==> src/rtl/gmii_tx_framer_pkg.sv <==
// ---------------------------------------------------------------------------
// gmii_tx_framer_pkg
// Shared GMII framing constants and the transmit framer state encoding.
// The receive-side checker imports the same constants (CRC_RESIDUE is the
// value a receiver sees after running the CRC over payload plus FCS,
// expressed in normal bit order).
// ---------------------------------------------------------------------------
package gmii_tx_framer_pkg;

    localparam logic [7:0]  PREAMBLE_BYTE = 8'h55;
    localparam logic [7:0]  SFD_BYTE      = 8'hD5;
    localparam logic [31:0] CRC_POLY      = 32'hEDB88320;
    localparam logic [31:0] CRC_INIT      = 32'hFFFFFFFF;
    localparam logic [31:0] CRC_RESIDUE   = 32'hC704DD7B;

    typedef enum logic [2:0] {
        ST_IDLE  = 3'd0,
        ST_PRE   = 3'd1,
        ST_DATA  = 3'd2,
        ST_PAD   = 3'd3,
        ST_FCS   = 3'd4,
        ST_DRAIN = 3'd5,
        ST_IFG   = 3'd6
    } tx_state_e;

endpackage

==> src/rtl/crc32_d8.sv <==
// ---------------------------------------------------------------------------
// crc32_d8
// Combinational IEEE 802.3 CRC-32 update, one byte per call, reflected
// polynomial (LSB-first, matching GMII bit order on the wire).
// Ports:
//   i_crc  [31:0]  current CRC register (not inverted)
//   i_data [7:0]   byte to fold in
//   o_crc  [31:0]  CRC register after the byte
// ---------------------------------------------------------------------------
module crc32_d8
    import gmii_tx_framer_pkg::*;
(
    input  logic [31:0] i_crc,
    input  logic [7:0]  i_data,
    output logic [31:0] o_crc
);

    logic [31:0] w_c;

    always_comb begin
        w_c = i_crc ^ {24'h000000, i_data};
        for (int i = 0; i < 8; i++) begin
            w_c = w_c[0] ? ((w_c >> 1) ^ CRC_POLY) : (w_c >> 1);
        end
        o_crc = w_c;
    end

endmodule

==> src/rtl/gmii_tx_framer.sv <==
// ---------------------------------------------------------------------------
// gmii_tx_framer
// GMII transmit framer: preamble + SFD, payload pass-through, zero padding
// to MIN_FRAME, FCS append and inter-frame gap. One instance per PHY, all
// logic in the 125 MHz transmit clock domain.
// Ports:
//   clk_125, reset_n            GMII tx clock, async active-low reset
//   in_data/valid/last/err      payload byte stream (dest MAC .. payload end)
//   in_ready                    byte accepted this cycle (state decode only)
//   gm_txd/gm_tx_en/gm_tx_er    registered GMII pins
//   tx_busy                     any state other than IDLE
//   frame_done                  pulse with the last FCS byte on gm_txd
//   underrun                    pulse with the error byte of an aborted frame
// The FSM decides each cycle what goes on the wire in the *next* cycle, so
// every GMII output is a plain register and the wire stays gapless.
// ---------------------------------------------------------------------------
module gmii_tx_framer
    import gmii_tx_framer_pkg::*;
#(
    parameter int PREAMBLE_LEN = 7,
    parameter int MIN_FRAME    = 60,
    parameter int IFG_BYTES    = 12
)(
    input  logic       clk_125,
    input  logic       reset_n,
    input  logic [7:0] in_data,
    input  logic       in_valid,
    input  logic       in_last,
    input  logic       in_err,
    output logic       in_ready,
    output logic [7:0] gm_txd,
    output logic       gm_tx_en,
    output logic       gm_tx_er,
    output logic       tx_busy,
    output logic       frame_done,
    output logic       underrun
);

    localparam logic [15:0] PRE_LAST = 16'(PREAMBLE_LEN);
    localparam logic [15:0] MIN_LEN  = 16'(MIN_FRAME);
    localparam logic [15:0] IFG_LAST = (IFG_BYTES > 0) ? 16'(IFG_BYTES - 1) : 16'd0;

    tx_state_e   r_state, w_state_n;
    logic [15:0] r_cnt, w_cnt_n;      // preamble / FCS index / IFG counter
    logic [15:0] r_len, w_len_n;      // bytes sent since SFD, saturates at MIN_LEN
    logic [31:0] r_crc, w_crc_n;
    logic [31:0] w_crc_fold;
    logic [31:0] w_fcs;
    logic [16:0] w_len_inc;
    logic [7:0]  w_crc_byte;
    logic [7:0]  w_txd_n;
    logic        w_en_n, w_er_n, w_done_n, w_urun_n;

    // Pad bytes are zeros; everything else folded is the accepted input byte.
    assign w_crc_byte = (r_state == ST_PAD) ? 8'h00 : in_data;

    crc32_d8 u_crc (
        .i_crc  (r_crc),
        .i_data (w_crc_byte),
        .o_crc  (w_crc_fold)
    );

    assign in_ready  = (r_state == ST_DATA) || (r_state == ST_DRAIN);
    assign tx_busy   = (r_state != ST_IDLE);
    assign w_len_inc = {1'b0, r_len} + 17'd1;
    assign w_fcs     = ~r_crc;

    always_comb begin
        w_state_n = r_state;
        w_cnt_n   = r_cnt;
        w_len_n   = r_len;
        w_crc_n   = r_crc;
        w_txd_n   = 8'h00;
        w_en_n    = 1'b0;
        w_er_n    = 1'b0;
        w_done_n  = 1'b0;
        w_urun_n  = 1'b0;

        case (r_state)
            ST_IDLE: begin
                // First preamble byte goes out on the very next cycle.
                if (in_valid) begin
                    w_state_n = ST_PRE;
                    w_txd_n   = PREAMBLE_BYTE;
                    w_en_n    = 1'b1;
                    w_cnt_n   = 16'd1;
                    w_len_n   = 16'd0;
                    w_crc_n   = CRC_INIT;
                end
            end

            ST_PRE: begin
                w_en_n = 1'b1;
                if (r_cnt < PRE_LAST) begin
                    w_txd_n = PREAMBLE_BYTE;
                    w_cnt_n = r_cnt + 16'd1;
                end else begin
                    w_txd_n   = SFD_BYTE;
                    w_state_n = ST_DATA;
                end
            end

            ST_DATA: begin
                w_en_n = 1'b1;
                if (in_valid) begin
                    w_txd_n = in_data;
                    w_er_n  = in_err;
                    w_crc_n = w_crc_fold;
                    if (r_len < MIN_LEN) begin
                        w_len_n = w_len_inc[15:0];
                    end
                    if (in_last) begin
                        w_cnt_n   = 16'd0;
                        w_state_n = (w_len_inc < {1'b0, MIN_LEN}) ? ST_PAD : ST_FCS;
                    end
                end else begin
                    // Source starved mid-frame: poison the frame and abandon it.
                    w_er_n    = 1'b1;
                    w_urun_n  = 1'b1;
                    w_state_n = ST_DRAIN;
                end
            end

            ST_PAD: begin
                w_en_n  = 1'b1;
                w_crc_n = w_crc_fold;
                w_len_n = w_len_inc[15:0];
                if (w_len_inc >= {1'b0, MIN_LEN}) begin
                    w_cnt_n   = 16'd0;
                    w_state_n = ST_FCS;
                end
            end

            ST_FCS: begin
                w_en_n  = 1'b1;
                w_txd_n = w_fcs[{r_cnt[1:0], 3'b000} +: 8];
                w_cnt_n = r_cnt + 16'd1;
                if (r_cnt[1:0] == 2'd3) begin
                    w_done_n  = 1'b1;
                    w_cnt_n   = 16'd0;
                    w_state_n = ST_IFG;
                end
            end

            ST_DRAIN: begin
                if (in_valid && in_last) begin
                    w_cnt_n   = 16'd0;
                    w_state_n = ST_IFG;
                end
            end

            ST_IFG: begin
                if (r_cnt >= IFG_LAST) begin
                    w_state_n = ST_IDLE;
                end else begin
                    w_cnt_n = r_cnt + 16'd1;
                end
            end

            default: begin
                w_state_n = ST_IDLE;
            end
        endcase
    end

    always_ff @(posedge clk_125 or negedge reset_n) begin
        if (!reset_n) begin
            r_state    <= ST_IDLE;
            r_cnt      <= 16'd0;
            r_len      <= 16'd0;
            r_crc      <= 32'd0;
            gm_txd     <= 8'h00;
            gm_tx_en   <= 1'b0;
            gm_tx_er   <= 1'b0;
            frame_done <= 1'b0;
            underrun   <= 1'b0;
        end else begin
            r_state    <= w_state_n;
            r_cnt      <= w_cnt_n;
            r_len      <= w_len_n;
            r_crc      <= w_crc_n;
            gm_txd     <= w_txd_n;
            gm_tx_en   <= w_en_n;
            gm_tx_er   <= w_er_n;
            frame_done <= w_done_n;
            underrun   <= w_urun_n;
        end
    end

endmodule

==> config.mk <==
export PLATFORM = sky130hd
export DESIGN_NAME = gmii_tx_framer
export DESIGN_NICKNAME = d
export VERILOG_FILES = /design/src/rtl/gmii_tx_framer_pkg.sv /design/src/rtl/crc32_d8.sv /design/src/rtl/gmii_tx_framer.sv
export SDC_FILE = /design/constraint.sdc
export NUM_CORES = 1
export LEC_CHECK = 0
export BUFFER_PORTS_ARGS = -buffer_cell sky130_fd_sc_hd__buf_2
export CORE_ASPECT_RATIO = 0.7
export CORE_UTILIZATION = 50
export DETAILED_ROUTE_END_ITERATION = 16
export GPL_ROUTABILITY_DRIVEN = 0
export PLACE_DENSITY = 0.71
export SKIP_CTS_REPAIR_TIMING = 1
export SYNTH_ARGS = -nofsm -noshare
export SYNTH_HDL_FRONTEND = slang
export SYNTH_SLANG_ARGS = --single-unit
==> constraint.sdc <==
create_clock -name clk_125 -period 6.3 [get_ports clk_125]
set_input_delay 0.315 -clock clk_125 [delete_from_list [all_inputs] [get_ports clk_125]]
set_output_delay 0.315 -clock clk_125 [all_outputs]
set_load 0.01 [all_outputs]
==> results_dict.tcl, run 1 <==
set metrics [dict create \
    status "finished clean" \
    ff2ff_path_depth 8 \
    dr.pass1.iters 5 \
    clkTransAtPathRegs_ns 0.06 \
    intPower_mw 1.918 \
    cts_root_buf "clkbuf_16" \
    first_iter_violations 440 \
    synth_area_leaders "dfrtp_1, xor2_1, xnor2_1, nor2_1, a21oi_1" \
    vias_per_cell 5.873 \
    postRouteAntennaNets 0 \
    synth_area_um2 4856 \
    fin_area_um2 5351 \
    grt_max_degree 80 \
    cts_buffers 9 \
    synth.area.mux_share_pct 4.973 \
    die_area_um2 10120 \
    synth-xor-area-share_pct 14.84 \
    combPwrFrac_pct 59.6 \
    antennaDiodeCount 0 \
    avgSynthCellArea_um2 9.197 \
    power_density_nw_per_um2 647.8 \
    syn-num-nets 544 \
    nets 557 \
    grt_usage_pct 24.21 \
    synth_top_family_by_area "simple AND/OR/NAND/NOR gates" \
    yosysUniqueCellTypes 62 \
    synth_top_area_cell "dfrtp_1" \
    worst-setup-path-type "flip-flop to flip-flop" \
    rsz0062_at_grt "false" \
    placed_area_um2 5051 \
    pwr-share-clk_pct 15.5 \
    setup_viol 0 \
    fin_crit_ns 3.181 \
    finalSetupTns_ns 0 \
    clock.fmax_mhz 314.3 \
    synth_top_area_share_pct 40.71 \
    fin_util_pct 57.84 \
    drcViolationCount 0 \
    final_hold_viol_count 0 \
    cts-htree-levels 3 \
    skew_ns 0.008322 \
    irDropWorstVdd_v 0.0005647 \
    clock_latency_ns 0.34 \
    yosys-top-cells-count "dfrtp_1, nor2_1, a21oi_1" \
    arrival_ns 3.40 \
    wl_um 11090 \
    synth_fa_ha_area_share_pct 0.7730 \
    synthArstFlopShare_pct 100.0 \
    hold_class "primary input to asynchronous set/reset pin" \
    cts_buffer_depth 2 \
    cts.sinks 79 \
    seq_power_share_pct 24.9 \
    slew_headroom_pct 34.37 \
    critPathMaxFanout 35 \
    syn_inst 528 \
    cts_tree "done" \
    yosys.area_share.simple_pct 19.71 \
    worst_slew_pin_slew_ns 0.9844 \
    drive_gt1_share_pct 13.42 \
    p_sw_share_pct 44.67 \
    coreArea_um2 9253 \
    dp_hpwl_um 7746 \
    die_x_um 119.8 \
    cp.required_ns 6.52 \
    ys.flop_type "dfrtp_1" \
    yosysMostFrequentCell "dfrtp_1" \
    antenna_found_initial 0 \
    ioPinCount 27 \
    power.leakage_nw 2.177 \
    routedWlPerCell_um 16.60 \
    first_global_vias 3709 \
    finalCritPeriodShare_pct 50.50 \
    slew_viol_final 0 \
    p_switching_mw 1.549 \
    ys_ff_latch 79 \
    row_count 29 \
    critPathLaunchType "flip-flop" \
    yosysWarnings 0 \
    max_cap_violations 0 \
    grt_pass1_wl_um 18930 \
    num-fill-cells 831 \
    end_kind "flip-flop" \
    start_util_pct 52.48 \
    num_vias 3923 \
    overflow 0 \
    synth_edf_count 0 \
    io_buffers 26 \
    synth_compound_area_share_pct 15.92 \
    ys_seq_area_share_pct 40.71 \
    p_total_mw 3.466 \
    dieHeight_um 84.45 \
    area_growth_pct 10.20 \
]
## registers in the layout, summed over array words and instances, names as in the netlist
register    count
frame_done      1
gm_tx_en        1
gm_tx_er        1
gm_txd          8
r_cnt          16
r_crc          32
r_len          16
r_state         3
underrun        1
## cells by family after synthesis
kind of cell	count (synthesis)
flip-flops	79
multiplexers	14
AO/OA/AOI/OAI	129
AND/OR/NAND/NOR	193
adder cells (fa/ha/maj)	3
buffers and inverters	35
XOR/XNOR	75
## worst max-delay path, cell delays in order (launching register included)
cell and delay (ns):
dfrtp_1 0.84, clkinv_1 0.44, nor3_2 0.26, buf_4 0.36, nand2_1 0.44, inv_1 0.39, o21a_1 0.17, o21ai_0 0.07
o41ai_1 0.08
## cell usage in the layout, fill, tap and decap left out, types with 3 or more instances in the layout
| master | instances |
|---|---|
| inv_1 | 8 |
| nand4_1 | 9 |
| and3_1 | 8 |
| xor2_2 | 3 |
| mux4_2 | 8 |
| o31ai_1 | 6 |
| a21oi_1 | 51 |
| nand2_1 | 45 |
| buf_2 | 25 |
| mux2i_1 | 5 |
| o41ai_1 | 3 |
| buf_4 | 3 |
| nor2b_1 | 7 |
| nor3_1 | 5 |
| clkinv_2 | 3 |
| nand3_2 | 3 |
| xnor2_1 | 33 |
| a31oi_1 | 10 |
| clkbuf_16 | 9 |
| or3_1 | 6 |
| nand3_1 | 15 |
| o21ai_0 | 38 |
| dfrtp_1 | 79 |
| and4_1 | 3 |
| ha_1 | 3 |
| nor4_1 | 6 |
| xor2_1 | 35 |
| nor2_1 | 70 |
| xnor2_2 | 3 |
## area by class of cell
| class | count | area (µm²) | area share [%] |
|---|---|---|---|
| Clock buffer | 9 | 225.2 | 4.209 |
| Clock inverter | 5 | 75.07 | 1.403 |
| Inverter | 9 | 33.78 | 0.6313 |
| Multi-Input combinational cell | 414 | 2738 | 51.16 |
| Sequential cell | 79 | 1977 | 36.94 |
| Tap cell | 124 | 155.1 | 2.899 |
| Timing Repair Buffer | 28 | 147.6 | 2.759 |
## power groups by stage
stage / Clock (mW) / Combinational [mW] / Sequential (mW)
2_1_floorplan: 0 / 1.74 / 0.783
4_1_cts: 0.547 / 2.07 / 0.862
6_report: 0.536 / 2.07 / 0.864
5_1_grt: 0.567 / 2.29 / 0.894
3_3_place_gp: 0 / 2.02 / 0.861
3_5_place_dp: 0 / 2.05 / 0.873
## metrics by stage
step,setup slack (ns),hold WS [ns],instances
after CTS,3.202,0.1798,668
after global placement,3.322,0.5184,654
after floorplan,3.926,0.01941,528
final,3.119,0.1211,668
after detailed placement,3.215,0.5302,654
after global routing,2.815,0.2219,668
## final timing paths
path,slack (ns),from,to
max,3.12,r_state[1],r_len[10]
min,0.12,reset_n,r_len[5]
max reg2reg,3.12,r_state[1],r_len[10]
min reg2reg,0.54,r_cnt[4],r_cnt[4]
max in group asynchronous,5.53,reset_n,r_crc[14]
min in group clk_125,0.22,in_err,gm_tx_er
## metal layers
layer / wire [µm] / global-route usage, % / vias to the layer above / part of all wire [%]
met1: 5384 / 35.98 / 1885 / 49
met3: 654 / 5.571 / 13 / 5.9
met4: 197 / 8.068 / 0 / 1.8
li1: - / - / 1892 / -
met5: 0 / 0 / - / 0
met2: 4851 / 34.73 / 133 / 44
Note: power is estimated with default switching activity, not from simulation.
==> run 2, diff against run 1 <==
Settings changed: PLACE_DENSITY 0.71 to 0.74.
Clock period 6.3 ns to 2.8 ns, I/O delays scaled along.
==> results_dict.tcl, run 2 (synthesis results as in run 1) <==
set metrics [dict create \
    area_growth_pct 14.07 \
    setup_viol 0 \
    worst-setup-path-type "flip-flop to flip-flop" \
    final_common_cell "dfrtp_1" \
    first_iter_violations 314 \
    violations "negative hold slack" \
    crit_start "r_len[0]" \
    row_count 29 \
    first_global_vias 3828 \
    slew_headroom_pct 33.09 \
    num-fill-cells 790 \
    nets 575 \
    max_cap_violations 0 \
    timing.hold.ws_ns -0.02417 \
    cts_buffers 9 \
    layout.cells.non_filler 687 \
    critPathMaxFanout 10 \
    skew_ns 0.006547 \
    start_util_pct 52.48 \
    p_total_mw 8.259 \
    slew_viol_final 0 \
    finalSetupTns_ns 0 \
    drive_gt1_share_pct 17.05 \
    die_area_um2 10120 \
    final_hold_viol_count 50 \
    worst_slew_pin_slew_ns 1.004 \
    setup_ws_ns 0.2119 \
    clock_latency_ns 0.34 \
    largest_reg_flops 32 \
    cp.required_ns 3.07 \
    end_kind "flip-flop" \
    top_register "r_crc" \
    ioPinCount 27 \
    dieHeight_um 84.45 \
    cts_buffer_depth 2 \
    die_x_um 119.8 \
    grt_usage_pct 24.86 \
    io_buffers 26 \
    postRouteAntennaNets 0 \
    routedWlPerCell_um 16.87 \
    vias_per_cell 5.866 \
    multi_input_area_um2 2743 \
    dp_hpwl_um 8107 \
    cts_tree "done" \
    num_vias 4030 \
    grt_max_degree 80 \
    cts_root_buf "clkbuf_16" \
    antenna_found_initial 0 \
    coreArea_um2 9253 \
    largestRegisters "r_crc x32, r_cnt x16, r_len x16" \
    place_ws_ns 0.03890 \
    r2r_start "r_len[0]" \
    antennaDiodeCount 0 \
    irDropWorstVdd_v 0.001144 \
    power_density_nw_per_um2 1491 \
    arrival_ns 2.85 \
    critPathLaunchType "flip-flop" \
    finalCritPeriodShare_pct 92.43 \
    wl_um 11590 \
    power.leakage_nw 2.275 \
    drcViolationCount 0 \
    clock.fmax_mhz 386.4 \
    cts.sinks 79 \
    rsz0062_at_grt "false" \
    cts-htree-levels 3 \
    dp_cells 672 \
    layout_common_cells "dfrtp_1, nor2_1, a21oi_1" \
    seq_area_um2 1979 \
    hold_class "primary input to asynchronous set/reset pin" \
    grt_pass1_wl_um 19500 \
    clkTransAtPathRegs_ns 0.06 \
    overflow 0 \
    status "finished with violations" \
    fin_crit_ns 2.588 \
    dr.pass1.iters 4 \
]
==> run 2: final timing paths <==
kind,depth (start not counted),slack (ns),to
min in group clk_125,3,0.03,gm_tx_er
worst max register to register,9,0.21,r_cnt[9]
max in group asynchronous,1,2.15,r_len[1]
worst min register to register,1,0.53,r_cnt[14]
worst min-delay path,1,-0.02,r_crc[14]
worst max-delay path,9,0.21,r_cnt[9]
==> run 2: final cells by class <==
class                           count  area share (%)
Inverter                            9          0.6099
Clock buffer                       10           4.314
Sequential cell                    79           35.74
Multi-Input combinational cell    414           49.51
Clock inverter                      5           1.920
Timing Repair Buffer               46           5.105
Tap cell                          124           2.801
==> run 2: worst max-delay path: stages, from the launching register on <==
cell and delay (ns):
dfrtp_2 0.43, ha_2 0.25, and4_4 0.31, and4_1 0.27, mux2_1 0.35, a21oi_1 0.20, nand3_2 0.22, nand2_2 0.21
nor2_2 0.13, a21oi_1 0.13
==> run 2: routing by layer <==
metal	up-vias	GRT usage (%)	part of all wire, %
met5	-	0	0
met4	0	8.068	1.5
met3	11	5.367	5.5
met2	129	36.57	45
met1	1961	36.44	48
li1	1929	-	-
==> run 2: metrics by stage <==
step / instance area [µm²] / utilization [%]
2_1_floorplan: 4856 / -
3_3_place_gp: 5186 / 56.05
3_5_place_dp: 5186 / 56.05
4_1_cts: 5532 / 59.78
5_1_grt: 5539 / 59.86
6_report: 5539 / 59.86
==> run 2: power breakdown <==
part	switching, mW	internal [mW]	total (mW)
Sequential	0.285	1.51	1.79
Clock	0.465	0.891	1.36
Combinational	2.87	2.24	5.11
Total	3.62	4.64	8.26
